**src/rtl/traffic_phase_scheduler.sv**
```systemverilog
// Two-road traffic phase scheduler: one shared 8-bit down-timer drives the normal
// cycle, pedestrian shortening, emergency all-red preemption and night flashing.
module traffic_phase_scheduler #(
    parameter int G1_TIME     = 40,
    parameter int G2_TIME     = 45,
    parameter int YEL_TIME    = 5,
    parameter int PED_CUT     = 10,
    parameter int FLASH_HALF  = 8,
    parameter int ALLRED_TIME = 3
) (
    input  logic       clk,
    input  logic       reset,
    input  logic       night,
    input  logic       emerg,
    input  logic       ped1,
    input  logic       ped2,
    output logic       R1,
    output logic       Y1,
    output logic       G1,
    output logic       R2,
    output logic       Y2,
    output logic       G2,
    output logic [7:0] remain,
    output logic [2:0] phase
);

    typedef enum logic [2:0] {
        PH_G1R2   = 3'd0,
        PH_Y1R2   = 3'd1,
        PH_R1G2   = 3'd2,
        PH_R1Y2   = 3'd3,
        PH_FLASH  = 3'd4,
        PH_ALLRED = 3'd5
    } phase_t;

    localparam logic [7:0] G1_LOAD     = 8'(G1_TIME - 1);
    localparam logic [7:0] G2_LOAD     = 8'(G2_TIME - 1);
    localparam logic [7:0] YEL_LOAD    = 8'(YEL_TIME - 1);
    localparam logic [7:0] PED_LOAD    = 8'(PED_CUT - 1);
    localparam logic [7:0] FLASH_LOAD  = 8'(FLASH_HALF - 1);
    localparam logic [7:0] ALLRED_LOAD = 8'(ALLRED_TIME - 1);

    // A green entered with its request already pending is shortened at once.
    function automatic logic [7:0] green_load(input logic [7:0] full, input logic pend);
        if (pend && (full > PED_LOAD)) begin
            return PED_LOAD;
        end else begin
            return full;
        end
    endfunction

    // Lamp vector ordering: {R1, Y1, G1, R2, Y2, G2}; unknown codes fall back to all-red.
    function automatic logic [5:0] lamp_decode(input phase_t ph, input logic blink);
        case (ph)
            PH_G1R2:   return 6'b001_100;
            PH_Y1R2:   return 6'b010_100;
            PH_R1G2:   return 6'b100_001;
            PH_R1Y2:   return 6'b100_010;
            PH_FLASH:  return {1'b0, blink, 1'b0, 1'b0, blink, 1'b0};
            PH_ALLRED: return 6'b100_100;
            default:   return 6'b100_100;
        endcase
    endfunction

    phase_t     phase_r;
    logic [7:0] timer_r;
    logic       pend1_r;
    logic       pend2_r;
    logic       blink_r;
    logic [5:0] lamps_r;

    phase_t     phase_nxt_s;
    logic [7:0] timer_nxt_s;
    logic       pend1_nxt_s;
    logic       pend2_nxt_s;
    logic       blink_nxt_s;
    logic       pend1_eff_s;
    logic       pend2_eff_s;
    logic       timer_zero_s;

    assign timer_zero_s = (timer_r == 8'd0);
    assign pend1_eff_s  = pend1_r | ped1;
    assign pend2_eff_s  = pend2_r | ped2;

    // Next phase, timer, pending requests and flash polarity.
    always_comb begin
        phase_nxt_s = phase_r;
        timer_nxt_s = timer_r - 8'd1;
        pend1_nxt_s = pend1_eff_s;
        pend2_nxt_s = pend2_eff_s;
        blink_nxt_s = 1'b1;
        case (phase_r)
            PH_G1R2: begin
                if (emerg || timer_zero_s) begin
                    phase_nxt_s = PH_Y1R2;
                    timer_nxt_s = YEL_LOAD;
                    pend1_nxt_s = 1'b0;
                end else if (pend1_eff_s && (timer_r > PED_LOAD)) begin
                    timer_nxt_s = PED_LOAD;
                end else begin
                    timer_nxt_s = timer_r - 8'd1;
                end
            end
            PH_R1G2: begin
                if (emerg || timer_zero_s) begin
                    phase_nxt_s = PH_R1Y2;
                    timer_nxt_s = YEL_LOAD;
                    pend2_nxt_s = 1'b0;
                end else if (pend2_eff_s && (timer_r > PED_LOAD)) begin
                    timer_nxt_s = PED_LOAD;
                end else begin
                    timer_nxt_s = timer_r - 8'd1;
                end
            end
            PH_Y1R2, PH_R1Y2: begin
                // Yellow always runs to completion; preemption is decided only at its end.
                if (!timer_zero_s) begin
                    timer_nxt_s = timer_r - 8'd1;
                end else if (emerg) begin
                    phase_nxt_s = PH_ALLRED;
                    timer_nxt_s = ALLRED_LOAD;
                    pend1_nxt_s = ped1;
                    pend2_nxt_s = ped2;
                end else if (night) begin
                    phase_nxt_s = PH_FLASH;
                    timer_nxt_s = FLASH_LOAD;
                    pend1_nxt_s = ped1;
                    pend2_nxt_s = ped2;
                end else if (phase_r == PH_Y1R2) begin
                    phase_nxt_s = PH_R1G2;
                    timer_nxt_s = green_load(G2_LOAD, pend2_eff_s);
                end else begin
                    phase_nxt_s = PH_G1R2;
                    timer_nxt_s = green_load(G1_LOAD, pend1_eff_s);
                end
            end
            PH_FLASH: begin
                blink_nxt_s = blink_r;
                if (emerg) begin
                    phase_nxt_s = PH_ALLRED;
                    timer_nxt_s = ALLRED_LOAD;
                    blink_nxt_s = 1'b1;
                    pend1_nxt_s = ped1;
                    pend2_nxt_s = ped2;
                end else if (!timer_zero_s) begin
                    timer_nxt_s = timer_r - 8'd1;
                end else if (night) begin
                    timer_nxt_s = FLASH_LOAD;
                    blink_nxt_s = ~blink_r;
                end else begin
                    phase_nxt_s = PH_G1R2;
                    timer_nxt_s = green_load(G1_LOAD, pend1_eff_s);
                    blink_nxt_s = 1'b1;
                end
            end
            PH_ALLRED: begin
                if (emerg) begin
                    timer_nxt_s = ALLRED_LOAD;
                end else if (!timer_zero_s) begin
                    timer_nxt_s = timer_r - 8'd1;
                end else begin
                    phase_nxt_s = PH_G1R2;
                    timer_nxt_s = green_load(G1_LOAD, pend1_eff_s);
                end
            end
            default: begin
                phase_nxt_s = PH_G1R2;
                timer_nxt_s = G1_LOAD;
                pend1_nxt_s = 1'b0;
                pend2_nxt_s = 1'b0;
            end
        endcase
    end

    // State registers; lamps are decoded from the next phase so they switch with it.
    always_ff @(posedge clk or negedge reset) begin
        if (!reset) begin
            phase_r <= PH_G1R2;
            timer_r <= G1_LOAD;
            pend1_r <= 1'b0;
            pend2_r <= 1'b0;
            blink_r <= 1'b1;
            lamps_r <= lamp_decode(PH_G1R2, 1'b1);
        end else begin
            phase_r <= phase_nxt_s;
            timer_r <= timer_nxt_s;
            pend1_r <= pend1_nxt_s;
            pend2_r <= pend2_nxt_s;
            blink_r <= blink_nxt_s;
            lamps_r <= lamp_decode(phase_nxt_s, blink_nxt_s);
        end
    end

    assign {R1, Y1, G1, R2, Y2, G2} = lamps_r;
    assign remain = timer_r;
    assign phase  = phase_r;

    traffic_phase_scheduler_chk u_chk (
        .clk   (clk),
        .reset (reset),
        .phase (phase_r),
        .R1    (R1),
        .Y1    (Y1),
        .G1    (G1),
        .R2    (R2),
        .Y2    (Y2),
        .G2    (G2)
    );

endmodule

// Lamp-safety invariants observed on the registered outputs.
module traffic_phase_scheduler_chk (
    input logic       clk,
    input logic       reset,
    input logic [2:0] phase,
    input logic       R1,
    input logic       Y1,
    input logic       G1,
    input logic       R2,
    input logic       Y2,
    input logic       G2
);

    // Outside flashing each road shows exactly one lamp; flashing shows only paired yellows.
    always @(posedge clk) begin
        assert (!reset || ((phase <= 3'd5) &&
                ((phase == 3'd4) ? (!R1 && !G1 && !R2 && !G2 && (Y1 == Y2))
                                 : ($onehot({R1, Y1, G1}) && $onehot({R2, Y2, G2})))));
    end

endmodule

```
**config.mk**
```make
export PLATFORM = sky130hd
export DESIGN_NAME = traffic_phase_scheduler
export DESIGN_NICKNAME = d
export VERILOG_FILES = /design/src/rtl/traffic_phase_scheduler.sv
export SDC_FILE = /design/constraint.sdc
export NUM_CORES = 1
export LEC_CHECK = 0
export BUFFER_PORTS_ARGS = -buffer_cell sky130_fd_sc_hd__buf_2
export CORE_ASPECT_RATIO = 0.5
export CORE_MARGIN = 3
export CORE_UTILIZATION = 50
export CTS_CLUSTER_DIAMETER = 80
export DETAILED_ROUTE_END_ITERATION = 10
export GPL_ROUTABILITY_DRIVEN = 1
export PLACE_DENSITY = 0.75
export SLEW_MARGIN = 10
export SYNTH_ARGS = -nofsm -noshare
export SYNTH_HDL_FRONTEND = slang
export SYNTH_SLANG_ARGS = --single-unit
```
**constraint.sdc**
```tcl
create_clock -name clk -period 1.9 [get_ports clk]
set_clock_uncertainty 0.05 [all_clocks]
set_input_delay 0.19 -clock clk [delete_from_list [all_inputs] [get_ports clk]]
set_output_delay 0.19 -clock clk [all_outputs]
set_load 0.1 [all_outputs]
```
# Yosys cells after proc, flatten, opt, wreduce, memory -nomap -nowiden
# Cells that the tools add are included.
# word_totals
output_inout_bits	17
regBits	20
word_cells	74
inputBits	6
# classes
n_eq_ne	9
n_reduce_logical	9
order_cmp	1
muxes	45
addsub	1
n_bitwise	3
# op_table
cell	count
2-to-1 mux 8 bit	12
one-hot mux 8 bit (5 select lines)	1
2-to-1 mux 3 bit	10
one-hot mux 6 bit (5 select lines)	1
2-to-1 mux 6 bit	3
one-hot mux 3 bit (5 select lines)	1
2-to-1 mux 1 bit	14
equality test 3 x 2 -> 1 bit (second input constant)	4
equality test 3 bit (second input constant)	3
greater-than comparator 8 x 4 -> 1 bit (second input constant)	1
logical NOT 8 bit	1
one-hot mux 1 bit (4 select lines)	2
subtractor 8 x 1 -> 8 bit (second input constant)	1
equality test 3 x 1 -> 1 bit (second input constant)	2
logical NOT 3 bit	2
OR reduction 2 bit	3
logical AND 1 bit	2
2-to-1 mux 2 bit	1
OR 1 bit	2
logical OR 1 bit	1
inverter 1 bit	1

# Logic depth before layout (Yosys ltp)
# Gate-level depths: netlist (run 1).
# depth
depth_word	8
mapped_depth	7
depth_no_buf	7

# Worst setup path before layout (run 1)
# No wires, ideal clock.
# synth_path
path_type	reg2reg
from	register timer_r[0], in the netlist remain[0]
to	register timer_r[5], in the netlist remain[5]
required_ns	1.764
path_stages_with_launch	8
path_buffers	0
setup_ns	0.086
t_arrival_ns	2.260
slack_ns	-0.496
synth_period_minus_slack_ns	2.396
path_cell_list	dfstp_2 > inv_1 > ha_1 > nor3b_2 > a21oi_1 > o211ai_1 > and3_1 > o31ai_2
# synth_via
elab_chain_len	5
elab_cells_between_ends	16
cone_classes	1 x add/sub; 1 x order compare; 10 x mux; 4 x reduce/logical
# synth_lines
item	line	rtl
start: declaration	66	logic [7:0] timer_r;
start signal: assignment	186	timer_r <= timer_nxt_s;
greater-than comparator 8 x 4 -> 1 bit	98, 109	
logical AND 1 bit, on equally long branches	109, 98	
2-to-1 mux 8 bit, on equally long branches	109, 98	
2-to-1 mux 8 bit, on equally long branches	105, 94	
one-hot mux 8 bit (5 select lines) *	92	case (phase_r)
net timer_nxt_s[5]	73	logic [7:0] timer_nxt_s;
# Mark *: on every way through the listed nets, which the timed path passes. The rest lies on a longest branch.

# Worst setup path in the final report (run 1)
# layout_path
from	register timer_r[6], in the netlist remain[6]
to	register lamps_r[1]
# layout_via
elab_chain_len	6
elab_cells_between_ends	19
cone_classes	4 x eq/ne; 12 x mux; 3 x reduce/logical
# layout_lines
item	line	rtl
logical NOT 8 bit *	81	assign timer_zero_s = (timer_r == 8'd0);
2-to-1 mux 3 bit, or another cell as far along	159	end else if (!timer_zero_s) begin
2-to-1 mux 3 bit, on equally long branches	-	
one-hot mux 3 bit (5 select lines) *	92	
net phase_nxt_s[0]	72	phase_t phase_nxt_s;
equality test 3 bit, or another cell as far along	54	case (ph)
one-hot mux 6 bit (5 select lines) *	54	
end signal: assignment	183	lamps_r <= lamp_decode(PH_G1R2, 1'b1);
end signal: assignment	190	lamps_r <= lamp_decode(phase_nxt_s, blink_nxt_s);
end: declaration	70	logic [5:0] lamps_r;
# Marks and branches as above.

==> results of run 1 <==
[metal layers]
metal / GRT usage (%) / wire length, µm
met5: 0 / 0
met4: 4.71 / 30
met3: 4.77 / 299
met2: 34.9 / 1630
met1: 34.8 / 1930
[sequential cells by signal, summed over array words and instances, names as in the netlist]
signal   flops
pend1_r      1
phase        3
pend2_r      1
lamps_r      6
remain       8
blink_r      1
[layout by cell type, fill, tap and decap left out, drive strengths merged, types with 3 or more instances in the layout]
master  Yosys  layout
a21o        3       3
a21oi      16      16
a31oi       3       3
buf         1      47
clkbuf      6       4
dfrtp      13      13
dfstp       7       7
inv         4       4
nand2       8       8
nand2b      4       4
nand3       6       6
nor2       17      17
nor2b       9       9
nor3        5       5
nor4        3       3
o21ai      14      14
o31ai       3       3
[path summary, 6_finish.rpt]
kind / startpoint / endpoint / slack, ns / cells past startpoint
hold reg to reg: phase[2]$_DFF_PN0_ / phase[1]$_DFF_PN0_ / 0.62 / 1
min in group asynchronous: reset / pend2_r$_DFF_PN0_ / 0.35 / 2
setup / recovery: remain[6]$_DFF_PN0_ / lamps_r[1]$_DFF_PN0_ / -0.08 / 5
max in group asynchronous: reset / remain[4]$_DFF_PN0_ / 1.11 / 2
setup reg to reg: remain[6]$_DFF_PN0_ / lamps_r[1]$_DFF_PN0_ / -0.08 / 5
hold / removal: ped2 / pend2_r$_DFF_PN0_ / 0.28 / 3
[repair_timing]
| action | in CTS | in global routing |
|---|---|---|
| buffers inserted | 1 | 0 |
| setup endpoints to repair | 12 | 15 |
| pin swaps | 4 | 10 |
| cloned | 0 | 0 |
| hold endpoints to repair | 13 | 0 |
| hold buffers | 1 | 0 |
| resized for setup | 4 | 13 |
[cell families (layout without fill, tap and decap cells)]
kind of cell	after synthesis	after routing	share of synthesized area (%)
AO/OA/AOI/OAI	58	58	28.5
XOR/XNOR	3	3	1.86
adder cells (fa/ha/maj)	2	2	1.77
buffers and inverters	11	56	2.92
flip-flops	20	20	36.1
multiplexers	4	4	3.01
AND/OR/NAND/NOR	62	62	25.9
[cell type report]
| type | count | area, µm² |
|---|---|---|
| timing repair buffer | 48 | 319 |
| multi-input combinational | 129 | 968 |
| tap | 35 | 43.8 |
| sequential | 20 | 531 |
| clock buffer | 4 | 55.1 |
| fill | 170 | 495 |
| inverter | 4 | 20.0 |
[critical path, stage by stage (launching register included)]
cell	delay, ns
dfrtp_4	0.47
or4_4	0.58
nor4_2	0.24
o31a_2	0.27
nor2b_4	0.06
a22o_1	0.20
[metrics by stage]
step           std cells  setup WS (ns)  setup TNS (ns)  hold slack, ns
3_5_place_dp         234        -0.0625          -0.311           0.106
6_report             240        -0.0762          -0.225           0.283
4_1_cts              240        -0.0744          -0.224           0.273
2_1_floorplan        160         -0.204           -1.25          -0.156
5_1_grt              240         -0.129           -1.14           0.313
3_3_place_gp         234        -0.0514          -0.129           0.103
==> run metrics, run 1 <==
status complete, but fails checks; violated checks setup timing; Unique masters post-synth 54; post-DR vias/cell 5.95; asr flop ratio synth 100%; CTS max path bufs 2; #FFs+latches synth 20; Slew HR 66.6%; Final Max Slew Viols 0; first-pass GRT wire length 6.20 mm; worst path required time 2.00 ns; n_diodes 0; synth warn 0; top post-synthesis cells by area dfrtp_1 23%, dfstp_2 13%, a21oi_1 5.0%, o21ai_0 4.6%, nor2_1 4.3%; Mapped Nets 168; initial core utilization 58.0%; most frequent cell after synthesis nor2_1; Setup CP Type reg2reg; Residual DRC 0; Finished Core Util 79.6%; Top-Level Pins 23; Worst Hold Class in2reg; top-area cell type share of the netlist area 23.0%; post-route minimum period 1.98 ns; core footprint 2430 µm²; I/O Buffers 22; clk slew on worst S/H paths 0.07 ns; maximum fanout along the worst path 7; cell row count 12; Sink Count 20; Area Overhead vs Synth 37.2%; total track usage 23.3%; drt first pass iters 4; Slew @ Worst Pin 0.500 ns; CP endpoint kind register; Hold Fails Final Rpt 0; aggregate routed wire length 3.89 mm; endpoints failing setup 6; synth cell count leaders 16 x nor2_1, 14 x a21oi_1, 13 x dfrtp_1, 13 x o21ai_0; Post-synth EDFFs 0; Post-Synthesis Cells 160; register area share after synthesis 36.1%; syn_area_per_cell 8.82 µm²; PnR worst setup slack -0.0762 ns; Die X-Extent 81.1 µm; routed vias 1429; ANT nets after route 0; Routed wire per std cell 16.2 µm; share of post-route cells with drive strength above 1 46.8%; fin area 1940 µm²; Placed Area 1790 µm²; CTS root buffer clkbuf_8; Cell Area, Synth 1410 µm²; fin crit share 104%; routability cong. 0.889; Die Area 3540 µm²; unrepaired setup endpoints after global routing yes; f_max 506 MHz; Max-Cap Viols 0; CTS tree built; data arrival time of the worst path 2.08 ns; CTS Buf Count 3; commonest register cell after synthesis dfrtp_1; dpl hpwl 2.84 mm; vias in the first global route 1307; Starting DRT DRC Count 178; initial antenna violation count 0; H-tree lvl count 1; nets 214; clock latency on the worst-skew pair 0.26 ns; top cell type by total area after synthesis dfrtp_1; Die Y 43.6 µm; GR Overflow Total 0; largest net degree at the start of global routing 21; CP Launch Type register
Power of run 1 is not shown: default switching activity piles up to over one toggle a cycle in this logic, so the estimate is an artifact.
==> run 2: changes to the inputs <==
--- a/config.mk
+++ b/config.mk
@@ -5,14 +5,15 @@
 export SDC_FILE = /design/constraint.sdc
 export NUM_CORES = 1
 export LEC_CHECK = 0
+export ABC_AREA = 1
 export BUFFER_PORTS_ARGS = -buffer_cell sky130_fd_sc_hd__buf_2
 export CORE_ASPECT_RATIO = 0.5
-export CORE_MARGIN = 3
 export CORE_UTILIZATION = 50
 export CTS_CLUSTER_DIAMETER = 80
 export DETAILED_ROUTE_END_ITERATION = 10
 export GPL_ROUTABILITY_DRIVEN = 1
 export PLACE_DENSITY = 0.75
+export SETUP_SLACK_MARGIN = 0.1
 export SLEW_MARGIN = 10
 export SYNTH_ARGS = -nofsm -noshare
 export SYNTH_HDL_FRONTEND = slang
==> run 2 against run 1 <==
  * The run now ends clean
  * Sequential share of layout area grew 1.7 points
  * Worst setup slack gained 0.19 ns
  * Synthesized cell count grew 32%
  * Final area shrank 6.2%
  * Clock-buffer cell count is the same
  * Register-to-register slack gained 0.19 ns
  * Flip-flop and latch count is the same
  * Wire length shrank 6.6%
  * Die area shrank 12%
==> run metrics, run 2 <==
status complete, no violations; Slew HR 67.5%; CP delay by family, top flip-flops; n_diodes 0; crit path cell chain inv_4 > ha_4 > nand2_4 > nor2_4 > nand2_2 > buf_4 > a21oi_1 > o21ai_0 > nand3_1 > nand2_1; Area Overhead vs Synth 26.8%; Final Max Slew Viols 0; Residual DRC 0; PnR worst setup slack 0.118 ns; register area share after synthesis 35.5%; #FFs+latches synth 20; share of post-route cells with drive strength above 1 35.4%; H-tree lvl count 1; cell row count 13; synth cell count leaders 66 x nand2_1, 25 x inv_1, 19 x nor2_1; fin crit share 93.8%; dpl hpwl 2.72 mm; pre-CTS setup slack 0.0800 ns; asr flop ratio synth 100%; largest net degree at the start of global routing 21; cell depth of the worst setup path 10; Worst Hold Class in2reg; endpoints failing setup 0; Unique masters post-synth 28; Worst Setup EP remain[3]$_DFF_PN0_; post-DR vias/cell 5.18; total track usage 25.3%; I/O Buffers 22; area of the multi-input gates 876 µm²; CTS root buffer clkbuf_8; GR Overflow Total 0; Routed wire per std cell 13.0 µm; R2R cell count 10; fin area 1820 µm²; top post-synthesis cells by area dfrtp_1 23%, nand2_1 17%, dfstp_2 13%, inv_1 6.6%, nand3_1 5.2%; syn_area_per_cell 6.79 µm²; Worst path slowest cell dfstp_4; CP endpoint kind register; r2r setup slk 0.12 ns; Post-Synthesis Cells 211; Mapped Nets 219; hold_ws 0.195 ns; register area 529 µm²; drt first pass iters 5; Hold Fails Final Rpt 0; most frequent cells in the layout 58 x nand2_1, 23 x inv_1, 22 x buf_2, 18 x nor2_1, 15 x nand3_1; worst path required time 2.05 ns; first-pass GRT wire length 5.66 mm; most frequent cell after synthesis nand2_1; Top-Level Pins 23; clock latency on the worst-skew pair 0.27 ns; nets 252; ANT nets after route 0; CP Launch Type register; Max-Cap Viols 0; initial antenna violation count 0; Die X-Extent 77.7 µm; Post-synth EDFFs 0; Fill cells 222; Fin Setup TNS 0 ns; Die Y 39.9 µm; routability cong. 0.969; unrepaired setup endpoints after global routing yes; top-area cell type share of the netlist area 22.7%; f_max 561 MHz; CTS Buf Count 3; CP max stage delay 0.64 ns; top cell type by total area after synthesis dfrtp_1; Critical Path Start remain[0]$_DFF_PN1_; vias in the first global route 1206; maximum fanout along the worst path 10; FF-to-FF End remain[3]$_DFF_PN0_; post-route minimum period 1.78 ns; aggregate routed wire length 3.63 mm; Cell Area, Synth 1430 µm²; most common cell after layout, fill and taps aside nand2_1; data arrival time of the worst path 1.93 ns; synth warn 0; Setup CP Type reg2reg; Die Area 3100 µm²; Slew @ Worst Pin 0.492 ns; routed vias 1449; CTS max path bufs 2; CTS tree built; core footprint 2650 µm²; Placed Area 1660 µm²; number of flip-flops in the largest register 8; Starting DRT DRC Count 173; commonest register cell after synthesis dfrtp_1; clk slew on worst S/H paths 0.08 ns; FF-to-FF Start remain[0]$_DFF_PN1_; initial core utilization 54.0%; Sink Count 20; Buf/Inv on CP 2
[run 2: layout make-up]
cell class,count,share of cell area [%]
Sequential cell,20,29.1
Inverter,30,6.75
Multi-Input combinational cell,159,48.2
Tap cell,37,2.55
Clock buffer,4,3.65
Timing Repair Buffer,30,9.71
[run 2: what timing repair did]
item	4_1_cts	5_1_grt
endpoints found under the setup margin	2	13
hold buffers	1	0
hold endpoints to repair	13	0
cloned	0	0
buffers inserted	1	2
pin swaps	0	4
gates resized for setup	1	14
[run 2: kinds of logic after synthesis]
family	after synthesis	synth area share, %
flops	20	35.5
xor+xnor	3	1.83
fa+ha+maj	2	1.75
compound gates	31	12.4
simple gates	123	39.1
buf+inv	32	9.34
[run 2: through the flow]
step / instances / util (%)
final: 280 / 68.5
after global routing: 280 / 68.5
after CTS: 278 / 65.9
after detailed placement: 272 / 62.5
after global placement: 272 / 62.5
after floorplan: 211 / -
[run 2: worst min-delay path by stage]
stage	to	slack [ns]	startpoint	cells after the start
detailed placement	remain[7]$_DFF_PN0_	0.13	reset	1
finish	pend2_r$_DFF_PN0_	0.19	ped2	3
global placement	remain[3]$_DFF_PN0_	0.12	reset	1
global route	pend2_r$_DFF_PN0_	0.20	ped2	3
floorplan	lamps_r[0]$_DFF_PN0_	-0.16	reset	0
CTS	pend2_r$_DFF_PN0_	0.19	ped2	3
[run 2: layer usage]
layer,up-vias,global-route usage [%],routed length (µm)
met5,-,0,0
met4,0,8.02,13
met3,4,6.51,349
met2,77,42.7,1620
met1,635,32.3,1650
li1,733,-,-
[run 2: worst register-to-register path: stages (launching register included)]
cell	delay, ns
dfstp_4	0.64
inv_4	0.04
ha_4	0.17
nand2_4	0.07
nor2_4	0.04
nand2_2	0.08
buf_4	0.16
a21oi_1	0.05
o21ai_0	0.23
nand3_1	0.10
nand2_1	0.08
Power of run 2 is left out for the same reason.
